==> config.mk <==
export PLATFORM = sky130hd
export DESIGN_NAME = sgt_serial_msb_flat
export DESIGN_NICKNAME = d
export VERILOG_FILES = /design/src/rtl/sgt_serial_pkg.sv /design/src/rtl/sgt_serial_msb_if.sv /design/src/rtl/sgt_serial_bitcnt.sv /design/src/rtl/sgt_serial_msb.sv /design/src/flat_wrapper.sv
export SDC_FILE = /design/constraint.sdc
export NUM_CORES = 1
export LEC_CHECK = 0
export ABC_CLOCK_PERIOD_IN_PS = 1650
export CORE_AREA = 2 2 39 41
export DETAILED_ROUTE_END_ITERATION = 8
export DIE_AREA = 0 0 41 43
export GPL_ROUTABILITY_DRIVEN = 0
export GPL_TIMING_DRIVEN = 0
export PLACE_DENSITY = 0.6
export SLEW_MARGIN = 5
export SYNTH_ARGS = -nofsm -noshare
export SYNTH_HDL_FRONTEND = slang
export SYNTH_HIERARCHICAL = 1
export SYNTH_SLANG_ARGS = --single-unit
==> constraint.sdc <==
create_clock -name CLK -period 1.65 [get_ports CLK]
set_clock_uncertainty 0.05 [all_clocks]
set_input_delay 0.165 -clock CLK [delete_from_list [all_inputs] [get_ports CLK]]
set_output_delay 0.165 -clock CLK [all_outputs]
set_load 0.02 [all_outputs]
==> src/rtl/sgt_serial_pkg.sv <==
// Shared types and sizing helper for the bit-serial signed comparator.
// No logic; imported by the interface, counter and top.
package sgt_serial_pkg;

    typedef enum logic {
        SIGN,
        MAG
    } state_t;

    typedef enum logic [1:0] {
        UNDEC,
        GT,
        LT
    } dec_t;

    // Counter must index 0..width-1 and never shrink below one bit.
    function automatic int cnt_w(input int width);
        return (width <= 1) ? 1 : $clog2(width);
    endfunction

endpackage

==> src/rtl/sgt_serial_msb_if.sv <==
// Serial operand link: two operand lanes plus framing in, registered result out.
// EQ lane exists only when SGT_SERIAL_EQ_EN is defined.
interface sgt_serial_msb_if;
    logic I0;
    logic I1;
    logic valid_in;
    logic sync;
    logic O;
    logic valid_out;
`ifdef SGT_SERIAL_EQ_EN
    logic EQ;

    modport master (output I0, I1, valid_in, sync, input O, valid_out, EQ);
    modport slave  (input I0, I1, valid_in, sync, output O, valid_out, EQ);
`else
    modport master (output I0, I1, valid_in, sync, input O, valid_out);
    modport slave  (input I0, I1, valid_in, sync, output O, valid_out);
`endif
endinterface

==> src/rtl/sgt_serial_bitcnt.sv <==
// Framed bit counter: clr restarts the frame (to 1 if inc is also set), inc advances.
// Latency: cnt/last are registered, one cycle after inc/clr. Never stalls.
// Backpressure: none; caller qualifies inc with its own valid.
module sgt_serial_bitcnt
    import sgt_serial_pkg::*;
#(
    parameter int width = 4
) (
    input  logic                      CLK,
    input  logic                      RESET,
    input  logic                      inc,
    input  logic                      clr,
    output logic [cnt_w(width)-1:0]   cnt,
    output logic                      last
);
    localparam int                CW     = cnt_w(width);
    localparam logic [CW-1:0]     LAST_V = CW'(width - 1);

    always_ff @(posedge CLK) begin
        if (RESET) begin
            cnt <= '0;
        end else if (clr) begin
            cnt <= inc ? CW'(1) : '0;
        end else if (inc) begin
            cnt <= cnt + CW'(1);
        end
    end

    assign last = (cnt == LAST_V);

endmodule

==> src/rtl/sgt_serial_msb.sv <==
// Bit-serial signed greater-than, MSB first; optional EQ output with SGT_SERIAL_EQ_EN.
// Latency: valid_out/O/EQ register one cycle after the last bit is accepted.
// Backpressure: none; always ready, a word may follow the previous one with no bubble.
module sgt_serial_msb
    import sgt_serial_pkg::*;
#(
    parameter int width = 4
) (
    input  logic              CLK,
    input  logic              RESET,
    sgt_serial_msb_if.slave   bus
);
    state_t                   state, state_nxt;
    dec_t                     dec, dec_nxt;
    dec_t                     msb_dec, mag_dec, fin_dec;
    logic                     is_msb, is_mag, done;
    logic                     cnt_inc, cnt_clr, cnt_last;
    logic [cnt_w(width)-1:0]  cnt;
    logic                     o_q, vld_q;

    sgt_serial_bitcnt #(.width(width)) u_bitcnt (
        .CLK   (CLK),
        .RESET (RESET),
        .inc   (cnt_inc),
        .clr   (cnt_clr),
        .cnt   (cnt),
        .last  (cnt_last)
    );

    always_ff @(posedge CLK) begin
        if (RESET) begin
            state <= SIGN;
            dec   <= UNDEC;
        end else begin
            state <= state_nxt;
            dec   <= dec_nxt;
        end
    end

    always_comb begin
        state_nxt = state;
        dec_nxt   = dec;
        fin_dec   = dec;
        cnt_inc   = 1'b0;
        cnt_clr   = 1'b0;
        done      = 1'b0;
        is_msb    = bus.valid_in && (state == SIGN || bus.sync);
        is_mag    = bus.valid_in && !is_msb;

        // Sign bit: a 0 on I0 against a 1 on I1 means I0 is the non-negative one.
        msb_dec = UNDEC;
        if (!bus.I0 && bus.I1)      msb_dec = GT;
        else if (bus.I0 && !bus.I1) msb_dec = LT;

        // First differing magnitude bit decides; later bits cannot override it.
        mag_dec = dec;
        if (dec == UNDEC && bus.I0 != bus.I1) mag_dec = bus.I0 ? GT : LT;

        if (is_msb) begin
            fin_dec   = msb_dec;
            dec_nxt   = msb_dec;
            state_nxt = MAG;
            cnt_clr   = 1'b1;
            cnt_inc   = 1'b1;
            done      = (width == 1);
        end else if (is_mag) begin
            fin_dec   = mag_dec;
            dec_nxt   = mag_dec;
            cnt_inc   = 1'b1;
            done      = cnt_last;
        end else if (bus.sync) begin
            state_nxt = SIGN;
            dec_nxt   = UNDEC;
            cnt_clr   = 1'b1;
        end

        if (done) begin
            state_nxt = SIGN;
            dec_nxt   = UNDEC;
            cnt_clr   = 1'b1;
            cnt_inc   = 1'b0;
        end
    end

    always_ff @(posedge CLK) begin
        if (RESET) begin
            o_q   <= 1'b0;
            vld_q <= 1'b0;
        end else begin
            vld_q <= done;
            if (done) o_q <= (fin_dec == GT);
        end
    end

    assign bus.O         = o_q;
    assign bus.valid_out = vld_q;

`ifdef SGT_SERIAL_EQ_EN
    logic eq_q;

    always_ff @(posedge CLK) begin
        if (RESET)     eq_q <= 1'b0;
        else if (done) eq_q <= (fin_dec == UNDEC);
    end

    assign bus.EQ = eq_q;
`endif

    // Between words the counter must be parked at zero.
    always_ff @(posedge CLK) begin
        if (!RESET) assert (state == MAG || cnt == '0);
    end

endmodule

==> src/flat_wrapper.sv <==
// flat-port wrapper written by rule: the top's interface ports become plain ports
module sgt_serial_msb_flat import sgt_serial_pkg::*;
#(
    parameter int width = 4
)
  (CLK, RESET, bus_I0, bus_I1, bus_valid_in, bus_sync, bus_O, bus_valid_out);
  sgt_serial_msb_if bus_i ();
  input  logic CLK;
  input  logic RESET;
  input wire logic [$bits(bus_i.I0)-1:0] bus_I0;
  input wire logic [$bits(bus_i.I1)-1:0] bus_I1;
  input wire logic [$bits(bus_i.valid_in)-1:0] bus_valid_in;
  input wire logic [$bits(bus_i.sync)-1:0] bus_sync;
  output wire logic [$bits(bus_i.O)-1:0] bus_O;
  output wire logic [$bits(bus_i.valid_out)-1:0] bus_valid_out;
  assign bus_i.I0 = bus_I0;
  assign bus_i.I1 = bus_I1;
  assign bus_i.valid_in = bus_valid_in;
  assign bus_i.sync = bus_sync;
  assign bus_O = bus_i.O;
  assign bus_valid_out = bus_i.valid_out;
  sgt_serial_msb #(.width(width)) u_core (.CLK(CLK), .RESET(RESET), .bus(bus_i));
endmodule
# Word-level counts from Yosys, hierarchy flattened
# Cells that the tools add are included.
# op_classes
add_sub_neg	1
eq_ne	4
n_mux	24
n_bitwise	1
n_reduce_logical	15
# ops
op	count
2-bit 2-to-1 mux	11
1-bit 2-to-1 mux	13
1-bit logical AND	5
2-bit nonzero test	2
1-bit logical NOT	3
3-bit nonzero test	1
2-bit by 1-bit adder with 2-bit output, second input constant	1
2-bit by 1-bit equality test with 1-bit output, second input constant	1
2-bit equality test, second input constant	1
2-bit logical NOT	1
2-bit by 1-bit != test with 1-bit output, second input constant	1
2-bit AND reduction	1
2-bit OR reduction	1
1-bit logical OR	1
1-bit != test	1
1-bit inverter	1
# totals
ff_bits	7
in_bits	6
out_inout_bits	2
wordCells	50

# Logic depth before layout (Yosys ltp)
# Gate-level depths: netlist of run 1.
# logic_depth
ltp_word	10
mapped_depth	5
depth_no_buf	5

# By module
# The synthesis of run 1 kept the hierarchy.
# by_module_without_submodules
mod	n_inst	cells_each	area_each_um2	seq_area_each_um2
sgt_serial_msb	1	35	325.3	100.1
sgt_serial_bitcnt	1	9	98.8	40.0

# Worst setup path before layout of run 1
# Ideal clock, no wire load.
# synth_timing
path_kind	register to register
from	register u_core.u_bitcnt.cnt[0]
to	register u_core.u_bitcnt.cnt[0]
setup_time_ns	0.121
arrival_ns	1.278
required_time_ns	1.479
path_slack_ns	0.201
stages_incl_launch_ff	6
n_path_buf	0
synth_period_minus_slack_ns	1.449
cell_sequence	dfxtp_1 -> ha_1 -> nand2b_1 -> a21o_2 -> nor2b_1 -> mux2_4
# synth_via
elab_cells_between_ends	10
classes_between	add/sub: 1; eq/ne: 1; mux: 7; reduce/logical: 1
# synth_rtl
item	line_no	rtl
from (decl)	sgt_serial_bitcnt.sv:13	output logic [cnt_w(width)-1:0] cnt,
from (signal assigned)	sgt_serial_bitcnt.sv:23	cnt <= inc ? CW'(1) : '0;
from (signal assigned)	sgt_serial_bitcnt.sv:25	cnt <= cnt + CW'(1);
2-bit equality test *	sgt_serial_bitcnt.sv:29	assign last = (cnt == LAST_V);
net u_core.cnt_last	sgt_serial_msb.sv:17	logic cnt_inc, cnt_clr, cnt_last;
1-bit 2-to-1 mux *	sgt_serial_msb.sv:66	end else if (is_mag) begin
1-bit 2-to-1 mux *	sgt_serial_msb.sv:59	if (is_msb) begin
1-bit 2-to-1 mux *	sgt_serial_msb.sv:77	if (done) begin
net u_core.cnt_clr	sgt_serial_msb.sv:17	
2-bit 2-to-1 mux or 2-bit nonzero test (tied branches)	n/a	
# The timed path passes the listed nets; every way through them passes the cells marked *. The select of a mux whose other input is x is not followed.
# A chain may end at the register's enable or synchronous reset.

# Worst setup path in the final report of run 1
# layout_timing
from	input bus_sync
to	register u_core.u_bitcnt.cnt[0]
# layout_via
elab_chain_cells	9
elab_cells_between_ends	16
classes_between	mux: 11; reduce/logical: 5
# layout_lines
item	line_no	rtl
from (decl)	flat_wrapper.sv:13	input wire logic [$bits(bus_i.sync)-1:0] bus_sync;
1-bit logical OR *	sgt_serial_msb.sv:47	is_msb = bus.valid_in && (state == SIGN || bus.sync);
1-bit logical AND *	sgt_serial_msb.sv:47	
1-bit logical NOT	sgt_serial_msb.sv:48	is_mag = bus.valid_in && !is_msb;
1-bit logical AND	sgt_serial_msb.sv:48	
1-bit 2-to-1 mux	sgt_serial_msb.sv:66	
1-bit 2-to-1 mux	sgt_serial_msb.sv:59	
1-bit 2-to-1 mux *	sgt_serial_msb.sv:77	
net u_core.cnt_inc	sgt_serial_msb.sv:17	
1-bit 2-to-1 mux	sgt_serial_bitcnt.sv:23	
2-bit 2-to-1 mux	sgt_serial_bitcnt.sv:22	end else if (clr) begin
# The timed path passes the listed nets; every way through them passes the cells marked *.

==> summary.txt, run 1 <==
Global routing
  – GRT overflow: 0
  – Vias in the first global route: 294
  – Antenna violations before repair: 0
  – Gr usage total: 0.108
  – Pin count of the biggest net entering global routing: 11
  – Global-route wire length before repair: 1200 um

Power and ir drop
  – Lkg Pwr: 0.000227 uW
  – Cell Pwr Density: 752 mW/mm^2
  – Worst VDD drop: 0.419 mV

Die
  – Core Box Area: 0.00138 mm^2
  – Row cnt: 14
  – Initial Util: 0.307
  – Die ar.: 0.00176 mm^2
  – Die width: 41 um
  – Vert. Die Dim: 43 um
  – I/O pin cnt: 8

Timing
  – Max transition margin: 0.735
  – Endpoints failing hold: 0
  – Fin crit period: 1.53 ns
  – Tcrit/Tclk final: 0.927
  – Worst Max-Slew Pin Slew: 0.394 ns
  – Fin Setup TNS: 0 ns
  – Max Clock Freq: 0.654 GHz
  – Fin. max-slew vios: 0
  – Worst hold slack: 0.176 ns
  – Final setup viols: 0
  – RSZ-0062 raised after global routing: false

Place
  – Port Buffer Count: 6
  – HPWL Detailed: 567 um

Run
  – Number of maximum-capacitance violations: 0

Detailed routing
  – Antenna viol nets, final: 0
  – Detailed Route Iter0 Violations: 4
  – 1st-pass router iterations: 5
  – Residual DRC: 0
  – DR vias: 335
  – Avg WL per Cell: 10.5 um
  – Final wirelength: 737 um
  – Vias per cell: 4.79

CTS
  – Clock Sink Count: 7
  – Clock Root Buffer: clkbuf_4
  – Setup Buffers After CTS: 0
  – CTS Buffer Depth: 2
  – CTS tree: yes
  – Reg clk slew, reported paths: 0.05 ns
  – CTS Buf Count: 3
  – Gates resized, CTS repair: 0
  – H-tree depth: 1
  – # hold bufs at CTS: 0
  – Clock latency on the worst-skew pair: 0.25 ns

Layout
  – Layout area overhead: 25.1%
  – Share of cells above drive strength 1: 0.148
  – Register area: 140 um^2
  – # diodes: 0
  – Multi-input gate area: 262 um^2
  – Final Core Density: 0.383
  – Layout Nets: 64
  – # fillers: 148

Logic synthesis
  – Synth Area in XOR/XNOR: 0
  – Cells after synthesis: 44
  – Post-synthesis sequential area ratio: 0.330
  – Synthesized area: 424 um^2
  – Synthesized net count: 53
  – Post-synthesis compound-gate area fraction: 0.165
  – Count of different cell masters after synthesis: 25
  – Post-Synth Simple-Gate Area: 0.304
  – Adder and majority cell fraction of the synthesized area: 0.0885
  – Synth warn: 6
  – Average cell area after synthesis: 9.64 um^2
  – Main combinational cell family by area after synthesis: simple AND/OR/NAND/NOR gates
  – Seq cells post-synth: 7
  – Post-synthesis mux area share: 0.0590

Critical path
  – Worst EP required: 1.74 ns
  – CP max FO: 6
  – Crit start category: input pin
  – Nature of the critical path endpoint: flip-flop
  – Kind of critical path: in -> reg
  – Worst path arrival time: 1.62 ns

Min path
  – Hold crit path type: in -> reg

Run status
  – Status: completed
placed cells by master (no fill, tap or decap), drive strengths merged, types with 2 or more instances in the layout:
| cell | count |
|---|---|
| clkdlybuf4s50 | 6 |
| and2b | 2 |
| o21a | 2 |
| inv | 3 |
| nand2b | 2 |
| ha | 3 |
| clkbuf | 4 |
| nor2b | 3 |
| nor2 | 3 |
| nor3 | 3 |
| dfxtp | 7 |
| nand2 | 2 |
worst max-delay path, cell delays in order:
cell and delay [ns]:
clkdlybuf4s50_1 0.54, and2b_1 0.21, a21boi_0 0.35, nor2_1 0.10, mux2_4 0.26
cells in the mapped netlist:
master    count  area (um^2)
a21o_2        1         8.76
nand3b_1      1         7.51
a21oi_1       1         5.00
and4b_4       1         13.8
nand2_1       2         7.51
nor2_1        3         11.3
nor3_1        2         10.0
buf_6         1         11.3
mux2_4        1         15.0
o211ai_1      1         7.51
o21ai_0       1         5.00
nor2b_1       3         18.8
o221a_1       1         11.3
nor3b_1       1         7.51
nor3_4        1         16.3
mux2i_1       1         10.0
nand4b_1      1         8.76
ha_1          3         37.5
inv_1         3         11.3
dfxtp_1       7          140
o211a_1       1         10.0
nand2b_1      2         12.5
a21boi_0      1         7.51
and2b_1       2         15.0
o21a_1        2         15.0
kinds of logic (layout without fill, tap and decap cells):
kind of cell | count (synthesis) | after routing
muxes | 2 | 2
adders and majority gates | 3 | 3
AOI/OAI and AO/OA | 9 | 9
buffers and inverters | 4 | 14
and+or+nand+nor | 19 | 19
DFF | 7 | 7
per-stage QoR:
step / power, uW / setup slack, ns / area, um^2 / instances
after floorplan: 224 / 0.201 / 424 / 44
after global placement: 246 / -0.112 / 504 / 66
after detailed placement: 246 / -0.142 / 504 / 66
after CTS: 407 / 0.115 / 531 / 70
after global routing: 420 / 0.0561 / 531 / 70
final: 399 / 0.120 / 531 / 70
metal layers:
metal  GRT usage  vias up  routed length (um)
li1            -      174                   -
met1       0.113      152                 332
met2       0.150        9                 344
met3      0.0942        0                  61
met4      0.0400        0                   0
met5           0        -                   0
sequential cells by signal, summed over array words and instances (netlist names):
signal,count
u_core/u_bitcnt/cnt,2
u_core/bus.O,1
u_core/dec,2
u_core/state,1
u_core/bus.valid_out,1
worst paths after layout:
| check | startpoint | end | slack [ns] | cells past startpoint |
|---|---|---|---|---|
| setup / recovery | bus_sync | u_core/u_bitcnt/cnt[0]$_SDFFE_PP0P_ | 0.12 | 5 |
| hold / removal | bus_valid_in | u_core/state$_SDFFE_PP0P_ | 0.18 | 3 |
| setup reg to reg | u_core/u_bitcnt/cnt[0]$_SDFFE_PP0P_ | u_core/u_bitcnt/cnt[0]$_SDFFE_PP0P_ | 0.12 | 5 |
| hold reg to reg | u_core/bus.O$_SDFFE_PP0P_ | u_core/bus.O$_SDFFE_PP0P_ | 0.41 | 2 |
cell type report:
class | instances | share of cell area
clock buffers | 4 | 0.0495
flip-flops and latches | 7 | 0.264
multi-input cells | 33 | 0.493
plain buffers | 1 | 0.0212
repair buffers | 6 | 0.113
inverters | 3 | 0.0212
well taps | 16 | 0.0377
power by group:
| group | total [uW] | leakage [uW] | internal [uW] | switching (uW) |
|---|---|---|---|---|
| clock network | 156 | 0.0000150 | 92.4 | 64.1 |
| registers | 181 | 0.0000573 | 176 | 5.30 |
| logic | 60.9 | 0.000155 | 34.5 | 26.4 |
| total | 399 | 0.000227 | 303 | 95.8 |
Power figures use the tool's default switching activity.
==> run 2, diff against run 1 <==
DONT_BUFFER_PORTS = 1   (was unset)
GPL_ROUTABILITY_DRIVEN = unset   (was 0)
GPL_TIMING_DRIVEN = 1   (was 0)
PLACE_DENSITY = 0.53   (was 0.6)
==> summary.txt, run 2 (same netlist as run 1, synthesis figures left out) <==
Detailed routing
  – Antenna viol nets, final: 0
  – 1st-pass router iterations: 2
  – Final wirelength: 681 um
  – Residual DRC: 0
  – Detailed Route Iter0 Violations: 6
  – Avg WL per Cell: 10.6 um
  – DR vias: 309
  – Vias per cell: 4.83

CTS
  – CTS Buf Count: 3
  – Reg clk slew, reported paths: 0.05 ns
  – Clock latency on the worst-skew pair: 0.25 ns
  – Clock Root Buffer: clkbuf_4
  – H-tree depth: 1
  – Setup Buffers After CTS: 0
  – CTS tree: yes
  – CTS Buffer Depth: 2
  – Gates resized, CTS repair: 0
  – Clock Sink Count: 7
  – # hold bufs at CTS: 1

Die
  – Die width: 41 um
  – I/O pin cnt: 8
  – Core Box Area: 0.00138 mm^2
  – Initial Util: 0.307
  – Die ar.: 0.00176 mm^2
  – Vert. Die Dim: 43 um
  – Row cnt: 14

Layout
  – Final Core Density: 0.340
  – # fillers: 138
  – Share of cells above drive strength 1: 0.167
  – Layout Nets: 58
  – Layout area overhead: 10.9%
  – Fin area: 470 um^2
  – # diodes: 0
  – Most common cell after layout, fill and taps aside: dfxtp_1
  – Top flop regs: u_core/dec: 2 flops, u_core/u_bitcnt/cnt: 2 flops

Timing
  – Fin. max-slew vios: 0
  – Worst Max-Slew Pin Slew: 0.358 ns
  – Final setup margin: 0.127 ns
  – Fin crit period: 1.52 ns
  – Tcrit/Tclk final: 0.923
  – Max Clock Freq: 0.657 GHz
  – Final setup viols: 0
  – Endpoints failing hold: 0
  – Fin Setup TNS: 0 ns
  – RSZ-0062 raised after global routing: false
  – Worst hold slack: 0.0263 ns
  – Max transition margin: 0.759

Global routing
  – Gr usage total: 0.0949
  – Vias in the first global route: 300
  – Global-route wire length before repair: 1080 um
  – Pin count of the biggest net entering global routing: 11
  – Antenna violations before repair: 0
  – GRT overflow: 0

Critical path
  – Kind of critical path: reg -> reg
  – Crit start category: flip-flop
  – Max incr delay on CP: 0.31 ns
  – CP max FO: 4
  – Crit-path slowest cell: dfxtp_1
  – Crit-path cells: ha_1 > nand2b_1 > a21o_2 > nor2b_1 > mux2_4
  – Worst path arrival time: 1.61 ns
  – Nature of the critical path endpoint: flip-flop
  – Worst EP required: 1.74 ns

Power and ir drop
  – Worst VDD drop: 0.367 mV
  – Cell Pwr Density: 795 mW/mm^2
  – Lkg Pwr: 0.000205 uW

Run status
  – Status: completed

Min path
  – Hold crit path type: in -> reg

Place
  – Routability cong.: 0.644
  – Post-placement cell area: 433 um^2
  – Dpl ws: 0.133 ns
  – Port Buffer Count: 0

Run
  – Number of maximum-capacitance violations: 0
## run 2: cell types whose count changed in the layout (fill, tap and decap cells not counted), sizes merged
| cell | previous run | this run |
|---|---|---|
| buf | 1 | 0 |
| clkinv | 0 | 1 |
| clkdlybuf4s50 | 6 | 0 |
| clkbuf | 4 | 3 |
| dlygate4sd3 | 0 | 1 |
## run 2: routing by layer
layer,routed length [um],part of all wire,track usage
met5,0,0,0
met4,0,0,0.0800
met3,18,0.026,0.0314
met2,322,0.47,0.128
met1,340,0.50,0.115
## run 2: final timing paths
| check | startpoint | end | slack, ns | cells after the start |
|---|---|---|---|---|
| worst max-delay path | u_core/u_bitcnt/cnt[0]$_SDFFE_PP0P_ | u_core/u_bitcnt/cnt[0]$_SDFFE_PP0P_ | 0.13 | 5 |
| worst max register to register | u_core/u_bitcnt/cnt[0]$_SDFFE_PP0P_ | u_core/u_bitcnt/cnt[0]$_SDFFE_PP0P_ | 0.13 | 5 |
| worst min-delay path | RESET | u_core/dec[1]$_SDFFE_PP0P_ | 0.03 | 2 |
| worst min register to register | u_core/dec[1]$_SDFFE_PP0P_ | u_core/dec[1]$_SDFFE_PP0P_ | 0.48 | 1 |
## run 2: cell type report
cell class	instances	area (um^2)	share of cell area
Clock buffer	3	22.5	0.0479
Multi-Input combinational cell	33	262	0.556
Timing Repair Buffer	1	10.0	0.0213
Sequential cell	7	140	0.298
Clock inverter	1	5.00	0.0106
Tap cell	16	20.0	0.0426
Inverter	3	11.3	0.0239
## run 2: worst max-delay path, delay by kind of cell, from the launching register on
kind	cells	cell delay, ns
mux	1	0.31
compound gates	1	0.21
simple gates	2	0.30
fa+ha+maj	1	0.23
flops	1	0.31
## run 2: per-stage QoR
| step | cells | total power (uW) |
|---|---|---|
| floorplan | 44 | 224 |
| finish | 64 | 374 |
| CTS | 64 | 381 |
| detailed placement | 59 | 226 |
| global placement | 59 | 227 |
| global route | 64 | 402 |
## run 2: power by group
part | leakage [uW] | total (uW) | internal [uW] | switching, uW
Clock | 0.0000177 | 149 | 88.3 | 60.3
Sequential | 0.0000573 | 181 | 176 | 5.32
Combinational | 0.000130 | 44.1 | 25.9 | 18.2
Total | 0.000205 | 374 | 290 | 83.8
